### src/rtl/mem_arbiter_if.sv
// mem_arbiter_if: requester and RAM-side signals of the unified memory port arbiter
interface mem_arbiter_if #(
  parameter int DATA_W = 32
);
  logic              iREN;
  logic [DATA_W-1:0] iaddr;
  logic              iwait;
  logic [DATA_W-1:0] iload;
  logic              dREN;
  logic              dWEN;
  logic [DATA_W-1:0] daddr;
  logic [DATA_W-1:0] dstore;
  logic              dwait;
  logic [DATA_W-1:0] dload;
  logic [DATA_W-1:0] ramaddr;
  logic [DATA_W-1:0] ramstore;
  logic              ramREN;
  logic              ramWEN;
  logic [DATA_W-1:0] ramload;
  logic              ramready;
  logic              arb_err;
  modport slave (
    input  iREN, iaddr, dREN, dWEN, daddr, dstore, ramload, ramready,
    output iwait, iload, dwait, dload, ramaddr, ramstore, ramREN, ramWEN, arb_err
  );
  modport master (
    output iREN, iaddr, dREN, dWEN, daddr, dstore, ramload, ramready,
    input  iwait, iload, dwait, dload, ramaddr, ramstore, ramREN, ramWEN, arb_err
  );
endinterface

### src/rtl/mem_arbiter.sv
// mem_arbiter: shares one RAM port between fetch and data with data priority, fetch anti-starvation and a watchdog
module mem_arbiter #(
  parameter int STREAK_MAX = 4,
  parameter int TIMEOUT    = 64,
  parameter int DATA_W     = 32
) (
  input  logic          CLK,
  input  logic          nRST,
  mem_arbiter_if.slave  bus
);
  typedef enum logic [1:0] {IDLE, IACC, DACC} state_t;
  state_t            r_state, w_next;
  logic [3:0]        r_streak;
  logic [7:0]        r_wd;
  logic              r_err;
  logic              r_wr;
  logic [DATA_W-1:0] r_addr;
  logic [DATA_W-1:0] r_store;
  logic              w_busy;
  logic              w_tmo;
  logic              w_done;
  logic              w_dreq;
  logic              w_force;
  logic              w_grant;
  logic [DATA_W-1:0] w_load;
  assign w_busy  = r_state != IDLE;
  assign w_tmo   = w_busy && !bus.ramready && r_wd == 8'(TIMEOUT - 1);
  assign w_done  = w_busy && (bus.ramready || w_tmo);
  assign w_dreq  = bus.dREN || bus.dWEN;
  assign w_force = bus.iREN && r_streak == 4'(STREAK_MAX);
  assign w_grant = r_state == IDLE && w_next != IDLE;
  assign w_load  = (bus.ramready && !r_wr) ? bus.ramload : '0;
  assign bus.ramREN   = w_busy && !r_wr;
  assign bus.ramWEN   = w_busy && r_wr;
  assign bus.ramaddr  = w_busy ? r_addr : '0;
  assign bus.ramstore = w_busy ? r_store : '0;
  assign bus.iwait    = !(r_state == IACC && w_done);
  assign bus.dwait    = !(r_state == DACC && w_done);
  assign bus.iload    = (r_state == IACC && w_done) ? w_load : '0;
  assign bus.dload    = (r_state == DACC && w_done) ? w_load : '0;
  assign bus.arb_err  = r_err || w_tmo;
  // next state: data first unless fetch has waited through a full streak; any completion or timeout returns to IDLE
  always_comb begin
    w_next = r_state;
    if (r_state == IDLE)
      w_next = (w_dreq && !w_force) ? DACC : bus.iREN ? IACC : IDLE;
    else if (w_done)
      w_next = IDLE;
  end
  // state register and grant-time capture of address, write data and operation
  always_ff @(posedge CLK) begin
    if (!nRST) begin
      r_state <= IDLE;
      r_addr  <= '0;
      r_store <= '0;
      r_wr    <= 1'b0;
    end else begin
      r_state <= w_next;
      if (w_grant) begin
        r_addr  <= w_next == DACC ? bus.daddr : bus.iaddr;
        r_store <= w_next == DACC ? bus.dstore : '0;
        r_wr    <= w_next == DACC && bus.dWEN;
      end
    end
  end
  // watchdog counts stalled access cycles; the error flag sticks until reset
  always_ff @(posedge CLK) begin
    if (!nRST) begin
      r_wd  <= '0;
      r_err <= 1'b0;
    end else begin
      r_wd <= (w_busy && !w_done) ? r_wd + 8'd1 : '0;
      if (w_tmo) r_err <= 1'b1;
    end
  end
  // streak counts data grants completed while fetch waits; a fetch completion clears it
  always_ff @(posedge CLK) begin
    if (!nRST)
      r_streak <= '0;
    else if (r_state == DACC && w_done)
      r_streak <= !bus.iREN ? '0 : r_streak == 4'(STREAK_MAX) ? r_streak : r_streak + 4'd1;
    else if (r_state == IACC && w_done)
      r_streak <= '0;
  end
endmodule

### src/flat_wrapper.sv
// flat-port wrapper written by rule: the top's interface ports become plain ports
module mem_arbiter_flat 
#(
  parameter int STREAK_MAX = 4,
  parameter int TIMEOUT    = 64,
  parameter int DATA_W     = 32
)
  (CLK, nRST, bus_iREN, bus_iaddr, bus_dREN, bus_dWEN, bus_daddr, bus_dstore, bus_ramload, bus_ramready, bus_iwait, bus_iload, bus_dwait, bus_dload, bus_ramaddr, bus_ramstore, bus_ramREN, bus_ramWEN, bus_arb_err);
  mem_arbiter_if #(.DATA_W(DATA_W)) bus_i ();
  input  logic CLK;
  input  logic nRST;
  input wire logic [$bits(bus_i.iREN)-1:0] bus_iREN;
  input wire logic [$bits(bus_i.iaddr)-1:0] bus_iaddr;
  input wire logic [$bits(bus_i.dREN)-1:0] bus_dREN;
  input wire logic [$bits(bus_i.dWEN)-1:0] bus_dWEN;
  input wire logic [$bits(bus_i.daddr)-1:0] bus_daddr;
  input wire logic [$bits(bus_i.dstore)-1:0] bus_dstore;
  input wire logic [$bits(bus_i.ramload)-1:0] bus_ramload;
  input wire logic [$bits(bus_i.ramready)-1:0] bus_ramready;
  output wire logic [$bits(bus_i.iwait)-1:0] bus_iwait;
  output wire logic [$bits(bus_i.iload)-1:0] bus_iload;
  output wire logic [$bits(bus_i.dwait)-1:0] bus_dwait;
  output wire logic [$bits(bus_i.dload)-1:0] bus_dload;
  output wire logic [$bits(bus_i.ramaddr)-1:0] bus_ramaddr;
  output wire logic [$bits(bus_i.ramstore)-1:0] bus_ramstore;
  output wire logic [$bits(bus_i.ramREN)-1:0] bus_ramREN;
  output wire logic [$bits(bus_i.ramWEN)-1:0] bus_ramWEN;
  output wire logic [$bits(bus_i.arb_err)-1:0] bus_arb_err;
  assign bus_i.iREN = bus_iREN;
  assign bus_i.iaddr = bus_iaddr;
  assign bus_i.dREN = bus_dREN;
  assign bus_i.dWEN = bus_dWEN;
  assign bus_i.daddr = bus_daddr;
  assign bus_i.dstore = bus_dstore;
  assign bus_i.ramload = bus_ramload;
  assign bus_i.ramready = bus_ramready;
  assign bus_iwait = bus_i.iwait;
  assign bus_iload = bus_i.iload;
  assign bus_dwait = bus_i.dwait;
  assign bus_dload = bus_i.dload;
  assign bus_ramaddr = bus_i.ramaddr;
  assign bus_ramstore = bus_i.ramstore;
  assign bus_ramREN = bus_i.ramREN;
  assign bus_ramWEN = bus_i.ramWEN;
  assign bus_arb_err = bus_i.arb_err;
  mem_arbiter #(.STREAK_MAX(STREAK_MAX), .TIMEOUT(TIMEOUT), .DATA_W(DATA_W)) u_core (.CLK(CLK), .nRST(nRST), .bus(bus_i));
endmodule
### config.mk
export PLATFORM = sky130hd
export DESIGN_NAME = mem_arbiter_flat
export DESIGN_NICKNAME = d
export VERILOG_FILES = /design/src/rtl/mem_arbiter_if.sv /design/src/rtl/mem_arbiter.sv /design/src/flat_wrapper.sv
export SDC_FILE = /design/constraint.sdc
export NUM_CORES = 1
export LEC_CHECK = 0
export ABC_AREA = 0
export BUFFER_PORTS_ARGS = -buffer_cell sky130_fd_sc_hd__buf_2
export CAP_MARGIN = 20
export CORE_ASPECT_RATIO = 0.8
export CORE_MARGIN = 3
export CORE_UTILIZATION = 25
export CTS_CLUSTER_DIAMETER = 100
export DETAILED_ROUTE_END_ITERATION = 7
export GPL_ROUTABILITY_DRIVEN = 0
export SLEW_MARGIN = 15
export SYNTH_ARGS = -nofsm -noshare
export SYNTH_HDL_FRONTEND = slang
export SYNTH_SLANG_ARGS = --single-unit
### constraint.sdc
create_clock -name CLK -period 2.47 [get_ports CLK]
set_clock_uncertainty 0.2 [all_clocks]
set_input_delay 0.1235 -clock CLK [delete_from_list [all_inputs] [get_ports CLK]]
set_output_delay 0.1235 -clock CLK [all_outputs]
set_load 0.03 [all_outputs]
---- Word-level counts from Yosys, hierarchy flattened ----
Cells that the tools add are included.
cells by class
  eq/ne operators ......................... 6
  add/subtract/negate cells ............... 2
  mux-type cells .......................... 15
  reduce and logical (&&, ||, !) cells .... 28
operators by type and width
  kind                                                             number
  32-bit two-way mux                                               7
  4-bit two-way mux                                                4
  1-bit logical AND                                                13
  8-bit by 1-bit adder with 8-bit output, second input constant    1
  8-bit by 6-bit == test with 1-bit output, second input constant  1
  1-bit logical NOT                                                6
  2-bit two-way mux                                                3
  2-bit nonzero test                                               3
  4-bit by 1-bit adder with 4-bit output, second input constant    1
  2-bit == test, second input constant                             2
  4-bit by 3-bit == test with 1-bit output, second input constant  1
  2-bit AND reduction                                              2
  1-bit logical OR                                                 3
  3-bit != test, second input constant                             1
  2-bit by 1-bit == test with 1-bit output, second input constant  1
  2-bit logical NOT                                                1
  1-bit two-way mux                                                1
word-level totals
  output and inout bits ................... 133
  input port bits ......................... 134
  word-level logic and storage cells ...... 58
  bits in registers ....................... 80

---- Longest topological paths before layout ----
  depth in word-level cells ............... 9
  mapped depth ............................ 8
  depth with buffers taken out ............ 6

---- Least setup slack after synthesis ----
OpenSTA, ideal clock, no wires.
  path type ............................... register to output
  start point ............................. register u_core.r_wd[0]
  end point ............................... output port bus_iload[22]
  stages on the path, launching flop included .. 7
  arrival time ............................ 1.671 ns
  setup slack ............................. 0.475 ns
  data required time ...................... 2.146 ns
  cell sequence ........................... dfxtp_1 -> ha_1 -> and4_1 -> a21oi_2 -> nor2b_1 -> buf_2 -> and3_1
between the ends
  word-level cells in the longest chain between the ends .. 6
ends and longest elaborated chain
  item                                      line                RTL
  start, declared                           mem_arbiter.sv:14   logic [7:0] r_wd;
  start signal, assigned                    mem_arbiter.sv:72   r_wd <= (w_busy && !w_done) ? r_wd + 8'd1 : '0;
  8-bit by 6-bit == test with 1-bit output  mem_arbiter.sv:27   assign w_tmo = w_busy && !bus.ramready && r_wd == 8'(TIMEOUT - 1);
  1-bit logical AND                         mem_arbiter.sv:27
  1-bit logical OR                          mem_arbiter.sv:28   assign w_done = w_busy && (bus.ramready || w_tmo);
  1-bit logical AND                         mem_arbiter.sv:28
  1-bit logical AND                         mem_arbiter.sv:39   assign bus.iload = (r_state == IACC && w_done) ? w_load : '0;
  32-bit two-way mux                        mem_arbiter.sv:39
  end, declared                             flat_wrapper.sv:21  output wire logic [$bits(bus_i.iload)-1:0] bus_iload;
No other way between the ends.

---- Final worst setup path ----
  start point ............................. register u_core.r_wd[0]
  end point ............................... output port bus_dload[15]
between the ends
  word-level cells in the longest chain between the ends .. 6
ends and longest elaborated chain
  item                                      line                RTL
  8-bit by 6-bit == test with 1-bit output  mem_arbiter.sv:27
  1-bit logical AND                         mem_arbiter.sv:27
  1-bit logical OR                          mem_arbiter.sv:28
  1-bit logical AND                         mem_arbiter.sv:28
  1-bit logical AND                         mem_arbiter.sv:40   assign bus.dload = (r_state == DACC && w_done) ? w_load : '0;
  32-bit two-way mux                        mem_arbiter.sv:40
  end, declared                             flat_wrapper.sv:23  output wire logic [$bits(bus_i.dload)-1:0] bus_dload;
No other way between the ends.

==> flow_summary.json <==
{
  "vias": 5340,
  "met3_usage_pct": 5.32,
  "drv_cap": 0,
  "period_share_pct": 95.9,
  "synth_area_leaders": "dfxtp_1 38%, nor2b_1 15%, and3_1 9.6%, a22oi_1 5.8%, a31oi_1 4.7%",
  "cts_tree": "done",
  "first_pass_iters": 5,
  "max_slew_margin_pct": 66.2,
  "synth_edf_count": 0,
  "syn_to_final_growth_pct": 70.1,
  "drc_errors": 0,
  "fmax_mhz": 422,
  "p_clk_share_pct": 38.0,
  "drive_gt1_share_pct": 35.9,
  "grt.total_usage_pct": 16.7,
  "intPower_mw": 2.90,
  "p_seq_share_pct": 35.2,
  "clock-sinks": 80,
  "numCtsBuffers": 9,
  "worst-slew-pin-transition_ns": 0.507,
  "clock_path_buffers": 2,
  "start_kind": "flop",
  "finalSetupViolations": 0,
  "fill_cells": 1623,
  "final_cell_mix": "262 x buf_2, 102 x nor2b_1, 99 x dlygate4sd3_1, 80 x dfxtp_1, 65 x and3_1",
  "async_flop_share_pct": 0,
  "clkTransAtPathRegs_ns": 0.06,
  "crit_type": "reg2out",
  "seq_area_frac_synth_pct": 37.6,
  "switching_share_pct": 30.5,
  "layout_min_cycle_time_ns": 2.37,
  "gr-usage-met2_pct": 30.2,
  "grt_start_max_net_pins": 65,
  "grtUsageMet1_pct": 18.7,
  "critical_path_arrival_ns": 2.04,
  "ant_nets": 0,
  "wl_per_cell_um": 15.6,
  "hp-class": "in2reg",
  "clk_latency_ns": 0.33,
  "critPathCaptureType": "output pin",
  "viasPerCell": 4.87,
  "yosys.area.top_type": "dfxtp_1",
  "yosysUniqueCellTypes": 42,
  "ys_ff_latch": 80,
  "yosysWarnings": 0,
  "drtIter0Drc": 254,
  "dp.cells": 978,
  "powerDensity_mw_per_mm2": 577,
  "grt-busiest-layer": "met2",
  "core_mm2": 0.0166,
  "port_buffers": 266,
  "stdcell_count": 1097,
  "leakage_nw": 3.54,
  "grt_pass1_wl_mm": 25.6,
  "insertedDiodeCount": 0,
  "avgSynthCellArea_um2": 8.03,
  "finalMaxSlewViolations": 0,
  "grt_overflow_total": 0,
  "wirelength_mm": 17.1,
  "ioPinCount": 267,
  "cts-htree-levels": 3,
  "grt_pass1_vias": 5109,
  "die_x_um": 152,
  "multi_input_area_mm2": 0.00244,
  "status": "finished, final reports clean",
  "die_h_um": 123,
  "power.net_switching_mw": 1.27,
  "cts_root_buf": "clkbuf_16",
  "synthFlopType": "dfxtp_1",
  "syn-num-nets": 667,
  "nNetsFinal": 1009,
  "final_common_cell": "buf_2",
  "total_power_mw": 4.17,
  "synth_top_cell_area_share_pct": 37.6,
  "syn_inst": 530,
  "worstPathMaxFanout": 8,
  "antenna_found_initial": 0,
  "dieArea_mm2": 0.0186,
  "crit_required_ns": 2.15,
  "start_util_pct": 25.6,
  "ff_latch_area_mm2": 0.00160,
  "dp_hpwl_mm": 10.7,
  "syn_area_mm2": 0.00426,
  "num_rows": 42,
  "hold_viol": 0,
  "ir_drop_uv": 305,
  "power.share.combinational_pct": 26.8
}
synth_stat cells, types with 2 or more instances:
library cell  count
nor2_1           12
nand2b_1          2
o21ai_0          33
a31oi_1          32
o21ai_1          33
inv_2             2
dfxtp_1          80
ha_1              3
nor2b_1         104
a21oi_1           2
nand3_1          36
o31ai_1           2
inv_1             6
and2_1            2
nand2_1           3
xnor2_1           3
a22oi_1          33
xor2_1            3
buf_1             4
clkbuf_1         32
and3_1           65
buf_2            18
critical path: stages, from the launching register on:
cell	delay, ns
dfxtp_1	0.32
ha_1	0.23
and4_4	0.23
a21oi_2	0.29
nor2_4	0.08
clkbuf_4	0.19
and3_1	0.19
buf_2	0.17
power groups by stage:
stage	clock, mW	sequential [mW]	combinational (mW)
CTS	1.64	1.47	1.10
detailed placement	0	1.49	0.973
finish	1.59	1.47	1.12
global route	1.68	1.48	1.21
floorplan	0	1.48	0.640
global placement	0	1.49	0.975
logic make-up (layout without fill, tap and decap cells):
logic type | count (synthesis) | after routing | share of synthesized area [%]
AOI/OAI and AO/OA | 147 | 147 | 21.4
xor gates and xnor gates | 6 | 6 | 1.24
adders and majority gates | 3 | 3 | 0.882
buffers and inverters | 62 | 409 | 6.00
DFF | 80 | 80 | 37.6
muxes | 1 | 1 | 0.235
and+or+nand+nor | 231 | 231 | 32.6
per-layer routing:
layer  vias to the layer above  part of all wire (%)
met5                         -                     0
met4                         0                   2.2
met3                        36                   7.9
met2                       283                    51
met1                      2448                    39
li1                       2573                     -
flip-flops by register name, indices dropped and copies added, names as in the netlist:
register	flops
u_core.r_addr	32
u_core.r_err	1
u_core.r_state	2
u_core.r_store	32
u_core.r_streak	4
u_core.r_wd	8
u_core.r_wr	1
timing repair:
action | CTS | global route
hold endpoints to repair | 69 | 0
setup buffers | 0 | 0
setup endpoints to repair | 55 | 64
gates resized for setup | 2 | 19
gates cloned | 0 | 4
hold buffers | 99 | 0
pin swaps | 0 | 1
worst paths after layout:
check,start,end,slack (ns),depth (start not counted)
hold reg to reg,u_core.r_wd[0],u_core.r_wd[0],0.25,1
setup reg to reg,u_core.r_streak[0],u_core.r_addr[8],0.41,7
setup / recovery,u_core.r_wd[0],bus_dload[15],0.10,7
hold / removal,bus_dREN,u_core.r_state[0],0.15,4
per-stage QoR:
stage / cell area (um^2) / TNS [ns] / hold slack [ns] / util, % / setup WS [ns]
floorplan: 4260 / 0 / 0.0780 / - / 0.475
global placement: 5820 / 0 / 0.192 / 35.0 / 0.380
detailed placement: 5820 / 0 / 0.198 / 35.0 / 0.321
CTS: 7170 / 0 / 0.110 / 43.2 / 0.00447
global route: 7240 / -0.248 / 0.156 / 43.6 / -0.0317
finish: 7240 / 0 / 0.147 / 43.6 / 0.102
final cells by class:
cell class / count / share of cell area [%]
Multi-Input combinational cell: 388 / 33.7
Inverter: 8 / 0.415
Clock inverter: 6 / 1.59
Tap cell: 220 / 3.80
Timing Repair Buffer: 385 / 35.0
Clock buffer: 10 / 3.30
Sequential cell: 80 / 22.1
(Power assumes the default switching activity.)
